**config.mk**
```make
export PLATFORM = sky130hd
export DESIGN_NAME = exp4_unidade_controle_flat
export DESIGN_NICKNAME = d
export VERILOG_FILES = /design/src/rtl/exp4_unidade_controle_if.sv /design/src/rtl/exp4_unidade_controle.sv /design/src/flat_wrapper.sv
export SDC_FILE = /design/constraint.sdc
export NUM_CORES = 1
export LEC_CHECK = 0
export CAP_MARGIN = 10
export CELL_PAD_IN_SITES_DETAIL_PLACEMENT = 1
export CELL_PAD_IN_SITES_GLOBAL_PLACEMENT = 2
export CORE_UTILIZATION = 32
export CTS_CLUSTER_DIAMETER = 80
export CTS_CLUSTER_SIZE = 25
export DETAILED_ROUTE_END_ITERATION = 7
export PLACE_DENSITY_LB_ADDON = 0.15
export SKIP_CTS_REPAIR_TIMING = 1
export SYNTH_ARGS = -nofsm -noshare
export SYNTH_HDL_FRONTEND = slang
export SYNTH_SLANG_ARGS = --single-unit
```
**constraint.sdc**
```tcl
create_clock -name clock -period 2.2 [get_ports clock]
set_input_delay 0.44 -clock clock [delete_from_list [all_inputs] [get_ports clock]]
set_output_delay 0.44 -clock clock [all_outputs]
set_load 0.005 [all_outputs]
```
**src/rtl/exp4_unidade_controle_if.sv**
```systemverilog
// Control/status bundle between the game control unit (slave) and the
// datapath/top level that feeds it (master).
interface exp4_unidade_controle_if;
  logic       iniciar;
  logic       jogada;
  logic       igual;
  logic       fimC;
  logic       zeraC;
  logic       contaC;
  logic       zeraR;
  logic       registraR;
  logic       pronto;
  logic       acertou;
  logic       errou;
  logic       timeout;
  logic [3:0] db_estado;

  modport master (
    output iniciar, jogada, igual, fimC,
    input  zeraC, contaC, zeraR, registraR, pronto, acertou, errou, timeout, db_estado
  );

  modport slave (
    input  iniciar, jogada, igual, fimC,
    output zeraC, contaC, zeraR, registraR, pronto, acertou, errou, timeout, db_estado
  );
endinterface

```
**src/rtl/exp4_unidade_controle.sv**
```systemverilog
// Moore control unit for the memory game: clears the datapath, waits for each move,
// registers and compares it, and ends the round on a miss, 16 hits or a per-move timeout.
module exp4_unidade_controle #(
  parameter int unsigned TIMEOUT = 3000,
  parameter int unsigned TW      = 12
) (
  input logic                    clock,
  input logic                    reset,
  exp4_unidade_controle_if.slave bus
);

  typedef enum logic [3:0] {
    StInicial    = 4'b0000,
    StPrepara    = 4'b0001,
    StEspera     = 4'b0010,
    StRegistra   = 4'b0100,
    StCompara    = 4'b0101,
    StProximo    = 4'b0110,
    StFimAcertou = 4'b1010,
    StFimErrou   = 4'b1110,
    StFimTimeout = 4'b1101
  } estado_t;

  localparam logic [TW-1:0] TimerLast = TW'(TIMEOUT - 1);
  localparam logic [TW-1:0] TimerMax  = '1;

  estado_t       estadoQ, estadoD;
  logic [TW-1:0] timerQ, timerD;
  logic          timerExpired;

  // TIMEOUT == 0 keeps the comparison permanently false.
  assign timerExpired = (TIMEOUT != 0) && (timerQ == TimerLast);

  always_ff @(posedge clock or posedge reset) begin
    if (reset) begin
      estadoQ <= StInicial;
      timerQ  <= '0;
    end else begin
      estadoQ <= estadoD;
      timerQ  <= timerD;
    end
  end

  // Timer restarts on every entry into ESPERA and saturates instead of wrapping.
  always_comb begin
    timerD = timerQ;
    case (estadoQ)
      StPrepara, StProximo: timerD = '0;
      StEspera:             if (timerQ != TimerMax) timerD = timerQ + 1'b1;
      default:              timerD = timerQ;
    endcase
  end

  always_comb begin
    estadoD = estadoQ;
    case (estadoQ)
      StInicial:  if (bus.iniciar) estadoD = StPrepara;
      StPrepara:  estadoD = StEspera;
      StEspera: begin
        if (bus.jogada) begin
          estadoD = StRegistra;
        end else if (timerExpired) begin
          estadoD = StFimTimeout;
        end
      end
      StRegistra: estadoD = StCompara;
      StCompara: begin
        if (!bus.igual) begin
          estadoD = StFimErrou;
        end else if (bus.fimC) begin
          estadoD = StFimAcertou;
        end else begin
          estadoD = StProximo;
        end
      end
      StProximo:  estadoD = StEspera;
      StFimAcertou, StFimErrou, StFimTimeout: begin
        if (bus.iniciar) estadoD = StPrepara;
      end
      default:    estadoD = StInicial;
    endcase
  end

  always_comb begin
    bus.zeraC     = 1'b0;
    bus.contaC    = 1'b0;
    bus.zeraR     = 1'b0;
    bus.registraR = 1'b0;
    bus.pronto    = 1'b0;
    bus.acertou   = 1'b0;
    bus.errou     = 1'b0;
    bus.timeout   = 1'b0;
    bus.db_estado = estadoQ;
    case (estadoQ)
      StPrepara: begin
        bus.zeraC = 1'b1;
        bus.zeraR = 1'b1;
      end
      StRegistra: bus.registraR = 1'b1;
      StProximo:  bus.contaC = 1'b1;
      StFimAcertou: begin
        bus.pronto  = 1'b1;
        bus.acertou = 1'b1;
      end
      StFimErrou: begin
        bus.pronto = 1'b1;
        bus.errou  = 1'b1;
      end
      StFimTimeout: begin
        bus.pronto  = 1'b1;
        bus.errou   = 1'b1;
        bus.timeout = 1'b1;
      end
      default: bus.db_estado = estadoQ;
    endcase
  end

  strobesExclusive: assert property (@(posedge clock) disable iff (reset)
    $onehot0({bus.zeraC, bus.contaC, bus.registraR}));

  zeraRWithZeraC: assert property (@(posedge clock) disable iff (reset)
    bus.zeraR |-> bus.zeraC);

endmodule
```
**src/flat_wrapper.sv**
```systemverilog
// flat-port wrapper written by rule: the top's interface ports become plain ports
module exp4_unidade_controle_flat 
#(
  parameter int unsigned TIMEOUT = 3000,
  parameter int unsigned TW      = 12
)
  (clock, reset, bus_iniciar, bus_jogada, bus_igual, bus_fimC, bus_zeraC, bus_contaC, bus_zeraR, bus_registraR, bus_pronto, bus_acertou, bus_errou, bus_timeout, bus_db_estado);
  exp4_unidade_controle_if bus_i ();
  input logic clock;
  input logic reset;
  input wire logic [$bits(bus_i.iniciar)-1:0] bus_iniciar;
  input wire logic [$bits(bus_i.jogada)-1:0] bus_jogada;
  input wire logic [$bits(bus_i.igual)-1:0] bus_igual;
  input wire logic [$bits(bus_i.fimC)-1:0] bus_fimC;
  output wire logic [$bits(bus_i.zeraC)-1:0] bus_zeraC;
  output wire logic [$bits(bus_i.contaC)-1:0] bus_contaC;
  output wire logic [$bits(bus_i.zeraR)-1:0] bus_zeraR;
  output wire logic [$bits(bus_i.registraR)-1:0] bus_registraR;
  output wire logic [$bits(bus_i.pronto)-1:0] bus_pronto;
  output wire logic [$bits(bus_i.acertou)-1:0] bus_acertou;
  output wire logic [$bits(bus_i.errou)-1:0] bus_errou;
  output wire logic [$bits(bus_i.timeout)-1:0] bus_timeout;
  output wire logic [$bits(bus_i.db_estado)-1:0] bus_db_estado;
  assign bus_i.iniciar = bus_iniciar;
  assign bus_i.jogada = bus_jogada;
  assign bus_i.igual = bus_igual;
  assign bus_i.fimC = bus_fimC;
  assign bus_zeraC = bus_i.zeraC;
  assign bus_contaC = bus_i.contaC;
  assign bus_zeraR = bus_i.zeraR;
  assign bus_registraR = bus_i.registraR;
  assign bus_pronto = bus_i.pronto;
  assign bus_acertou = bus_i.acertou;
  assign bus_errou = bus_i.errou;
  assign bus_timeout = bus_i.timeout;
  assign bus_db_estado = bus_i.db_estado;
  exp4_unidade_controle #(.TIMEOUT(TIMEOUT), .TW(TW)) u_core (.clock(clock), .reset(reset), .bus(bus_i));
endmodule
```
==> results of run 1 <==
[stage by stage]
stage	utilization (%)	hold slack, ps	power, W	TNS [ps]	area [um^2]
3_3_place_gp	40.5	505	0.00118	0	1350
4_1_cts	41.2	530	0.00136	-335	1370
3_5_place_dp	40.5	517	0.00120	0	1350
5_1_grt	44.3	550	0.00161	-7.57	1480
2_1_floorplan	-	354	0.000893	0	1110
6_report	44.3	522	0.00150	0	1480
[cells by family after synthesis]
logic type	after synthesis
AO/OA/AOI/OAI	33
adder cells (fa/ha/maj)	1
buffers and inverters	11
flip-flops	16
multiplexers	3
AND/OR/NAND/NOR	57
[cell type report]
cell class | count | area, um^2
fill | 406 | 1860
multi-input combinational | 94 | 679
sequential | 16 | 405
timing repair buffer | 34 | 298
tap | 46 | 57.6
clock buffer | 3 | 22.5
inverter | 4 | 15.0
[power breakdown]
| part | switching, W | internal [W] |
|---|---|---|
| Clock | 0.0000974 | 0.0000636 |
| Combinational | 0.000425 | 0.000463 |
| Sequential | 0.0000965 | 0.000358 |
| Total | 0.000619 | 0.000884 |
[synth_stat cells, types with 2 or more instances]
master	n	area share, %
or4_1	2	1.4
nor2b_1	3	1.7
nor3b_1	2	1.4
and3_1	2	1.1
nand2b_1	7	3.9
a221o_1	5	4.5
inv_1	4	1.4
nor3_1	3	1.4
buf_2	2	0.90
nand2_1	8	2.7
mux2i_1	2	1.8
a31oi_1	2	1.1
a21o_1	4	2.7
nor2_1	6	2.0
o21ai_0	4	1.8
nor4_1	3	1.7
clkbuf_1	4	1.4
nand3_1	4	1.8
a21oi_1	6	2.7
and2_1	2	1.1
dfrtp_1	16	36
nand3b_1	2	1.4
[layout by cell type (no fill, tap or decap), drive strengths merged, types with 3 or more instances in the layout]
master	instances
or4	3
nor2	6
buf	17
clkdlybuf4s50	17
nand2	8
clkbuf	3
o21ai	4
nand2b	7
dfrtp	16
a21o	4
nor2b	3
nor3	3
a21oi	6
nand3	5
nor4	4
a221o	5
inv	4
[how the worst min path moves through the flow]
stage / slack, ps / depth (start not counted) / end / start
after floorplan: 350 / 1 / u_core.bus.db_estado[0] / reset
after global placement: 500 / 1 / u_core.timerQ[0] / u_core.timerQ[0]
after detailed placement: 520 / 1 / u_core.timerQ[0] / u_core.timerQ[0]
after CTS: 530 / 1 / u_core.timerQ[0] / u_core.timerQ[0]
after global routing: 550 / 1 / u_core.timerQ[0] / u_core.timerQ[0]
final: 520 / 1 / u_core.timerQ[0] / u_core.timerQ[0]
[registers in the layout, summed over array words and instances, names as in the netlist]
register,flops
u_core.bus.db_estado,4
u_core.timerQ,12
[routing by layer]
metal | up-vias | share of wire, %
met3 | 6 | 1.8
met4 | 0 | 1.4
met1 | 535 | 44
met2 | 14 | 53
li1 | 525 | -
met5 | - | 0
[worst reg2reg max path, delay by kind of cell, from the launching register on]
| kind | cells | cell delay [ps] |
|---|---|---|
| compound gates | 2 | 720 |
| simple gates | 1 | 660 |
| buf+inv | 1 | 150 |
| flops | 1 | 470 |
==> flow_summary.toml, run 1 <==
[outcome]
status = "finished, final reports clean"

[routing]
wl_mm = 3.16
first_iter_violations = 22
avgViaCountPerCell = 5.48
wl_per_cell_um = 16.1
ant_nets = 0
vias = 1080
drc = 0
dr.pass1.iters = 4

[yosys]
synthXorXnorAreaFrac_pct = 0
avgSynthCellArea_um2 = 9.18
yosysWarnings = 0
synthMuxAreaShare_pct = 2.82
synthArstFlopShare_pct = 100
synth_top_family_by_area = "simple AND/OR/NAND/NOR gates"
synth_seq_cells = 16
synth_compound_area_share_pct = 21.6
yosysUniqueCellTypes = 50
synth_enable_flop_cells = 0
ys_seq_area_share_pct = 36.0
syn_nets = 128
synthSimpleGateAreaFrac_pct = 34.1
ys.flop_type = "dfrtp_1"
synth_area_um2 = 1110
postSynthCellCount = 121
synth_fa_ha_area_share_pct = 1.13

[global_routing]
grt_use_total_pct = 18.1
antenna_found_initial = 0
use_met1_pct = 22.5
grt_pass1_vias = 1032
grtUsageMet2_pct = 32.2
grt.met3_usage_pct = 1.92
grt_max_degree = 17
grt_pass1_wl_mm = 4.93
grt-ovfl-total = 0
grt_busiest_layer = "met2"

[run]
max-cap-violations = 0

[timing]
layout_setup_ws_ps = 74.2
finalHoldViolations = 0
worstMarginPinSlew_ps = 638
clock_skew_ps = 11.3
relSlewSlack_pct = 57.4
max_freq_mhz = 470
slew_violations = 0
fin_crit_ps = 2130
fin_crit_sh_pct = 96.6
setup_viol = 0

[floorplanning]
num_io_pins = 18
die_h_um = 60.9
dieArea_um2 = 3710
core_um2 = 3340
die_x_um = 60.9
start_util_pct = 33.3
rows = 21

[setup_path]
r2r-end = "u_core.timerQ[4]"
criticalPathCategory = "flip-flop to primary output"
r2r_start = "u_core.bus.db_estado[0]"
ff2ff_path_depth = 4
crit_chain = "nand2b_1 -> nor3_2 -> clkdlybuf4s50_1"
crit_path_start_kind = "flip-flop"
critPathArrivalTime_ps = 1690
cp.depth = 3
critPathMaxFanout = 12
slowest_delay_ps = 530
crit_end = "bus_zeraR"
worst-path-buf-inv = 1
critical_path.endpoint_type = "primary output"
required_ps = 1760
startpoint = "u_core.bus.db_estado[1]"
critPathTopFamily = "buffers and inverters"
worst_path_max_delay_cell = "clkdlybuf4s50_1"
r2r_slack_ps = 80

[cts]
cts_buffers = 3
cts.sinks = 16
h-tree-depth = 1
clk_latency_ps = 290
cts_buffer_depth = 2
root_buffer = "clkbuf_4"
clk_pin_slew_ps = 90
cts_tree = "yes"

[placement]
dp.cells = 183
dpl.hpwl_mm = 2.25
dp_slack_ps = 124
globalplace.congestion = 0.869
port_buffers = 17

[final_layout]
diodes = 0
drive_above_1_share_pct = 23.2
finalNetCount = 160
syn2layout_area_growth_pct = 33.0
layout.cells.non_filler = 197

[worst_hold_path]
hold_class = "flip-flop to flip-flop"

[pwr]
leakagePower_nw = 0.643
max-vdd-ir-drop_mv = 0.412
power_density_nw_per_um2 = 1020
(Power assumes the default switching activity.)
==> run 2: changes to the inputs <==
REMOVE_ABC_BUFFERS = 1   (was default)
==> run 2 against run 1 <==
Register-to-register slack better by 50 ps. Core utilization decreased by 0.64 points. Die area unchanged. Clock skew rose by 1.1 ps. Global-route usage is 0.18 points lower. Total power decreased by 2.3%. Design area fell by 1.4%. Largest cell class unchanged. Highest routed layer unchanged.
==> flow_summary.toml, run 2 (synthesis gave the netlist of run 1 again) <==
[floorplanning]
die_x_um = 60.9
dieArea_um2 = 3710
die_h_um = 60.9
start_util_pct = 33.3
rows = 21
core_um2 = 3340
num_io_pins = 18

[timing]
fin_crit_ps = 2120
whs_ps = 508
worstMarginPinSlew_ps = 608
clock_skew_ps = 12.4
fin_crit_sh_pct = 96.3
tns_ps = 0
max_freq_mhz = 472
slew_violations = 0
relSlewSlack_pct = 59.4
finalHoldViolations = 0
setup_viol = 0

[setup_path]
critical_path.endpoint_type = "primary output"
criticalPathCategory = "flip-flop to primary output"
r2r_slack_ps = 130
ff2ff_path_depth = 4
critPathArrivalTime_ps = 1680
critPathMaxFanout = 9
required_ps = 1760
r2r_start = "u_core.bus.db_estado[0]"
crit_path_start_kind = "flip-flop"
r2r-end = "u_core.timerQ[4]"

[routing]
dr.pass1.iters = 4
top_layer = "met4"
wl_met2_mm = 1.39
first_iter_violations = 39
dr_wl_met3_um = 84
wl_mm = 3.11
wirelength_met1_mm = 1.60
vias = 1086
drc = 0
wl_per_cell_um = 15.9
ant_nets = 0
avgViaCountPerCell = 5.57

[pwr]
power_density_nw_per_um2 = 1010
total_power_w = 0.00147
leakagePower_nw = 0.652
max-vdd-ir-drop_mv = 0.551

[cts]
root_buffer = "clkbuf_4"
clk_latency_ps = 290
cts_buffer_depth = 2
clk_pin_slew_ps = 100
cts_buffers = 3
cts.sinks = 16
h-tree-depth = 1
cts_tree = "yes"

[global_routing]
antenna_found_initial = 0
grt_max_degree = 17
grt_pass1_wl_mm = 4.84
grt-ovfl-total = 0
grt_use_total_pct = 17.9
grt_pass1_vias = 978

[final_layout]
syn2layout_area_growth_pct = 31.1
final_common_cell = "clkdlybuf4s50_1"
finalNetCount = 158
drive_above_1_share_pct = 19.5
largest_reg_flops = 12
diodes = 0
regMostFlops = "u_core.timerQ"
final_cell_mix = "clkdlybuf4s50_1 (16), dfrtp_1 (14), buf_4 (13), nand2_1 (8), nand2b_1 (7)"
layout.cells.non_filler = 195

[placement]
dpl.hpwl_mm = 2.24
dp.cells = 185
globalplace.congestion = 0.778
port_buffers = 17

[outcome]
status = "finished, final reports clean"

[run]
max-cap-violations = 0

[worst_hold_path]
hold_class = "primary input to asynchronous set/reset pin"
-- run 2: cell types whose count changed in the layout (fill, tap and decap cells not counted), sizes merged --
cell	delta
buf	-2
clkdlybuf4s50	-1
dlymetal6s2s	+1
-- run 2: metal layers --
metal	track usage (%)	vias up
met5	0	-
met4	3.90	0
met3	4.48	4
met2	25.7	12
met1	27.0	548
li1	-	522
-- run 2: area by class of cell --
class | count | area, um^2
Tap cell | 46 | 57.6
Fill cell | 402 | 1880
Timing Repair Buffer | 32 | 287
Multi-Input combinational cell | 94 | 672
Clock buffer | 3 | 22.5
Sequential cell | 16 | 403
Inverter | 4 | 15.0
-- run 2: power by group --
group | switching, W | internal, W
logic | 0.000431 | 0.000442
clock network | 0.0000939 | 0.0000637
registers | 0.0000835 | 0.000354
-- run 2: per-stage QoR --
step | instance area (um^2) | util (%) | setup slack (ps)
finish | 1460 | 43.6 | 82.2
global route | 1460 | 43.6 | -21.8
CTS | 1390 | 41.6 | -78.6
detailed placement | 1370 | 40.9 | 107
global placement | 1370 | 40.9 | 183
floorplan | 1080 | - | 220
-- run 2: how the worst max path moves through the flow --
stage	from	to	slack, ps	depth (start not counted)
detailed placement	u_core.bus.db_estado[0]	u_core.timerQ[4]	110	3
finish	u_core.bus.db_estado[1]	bus_zeraR	80	3
global route	u_core.bus.db_estado[2]	bus_registraR	-20	4
CTS	u_core.bus.db_estado[0]	bus_pronto	-80	4
global placement	u_core.bus.db_estado[0]	u_core.timerQ[4]	180	3
floorplan	u_core.bus.db_estado[0]	u_core.timerQ[7]	220	3
-- run 2: critical path, cell delays in order (launching register included) --
cell             delay [ps]
dfrtp_2                 470
nand2b_1                210
nor3_2                  150
clkdlybuf4s50_1         550
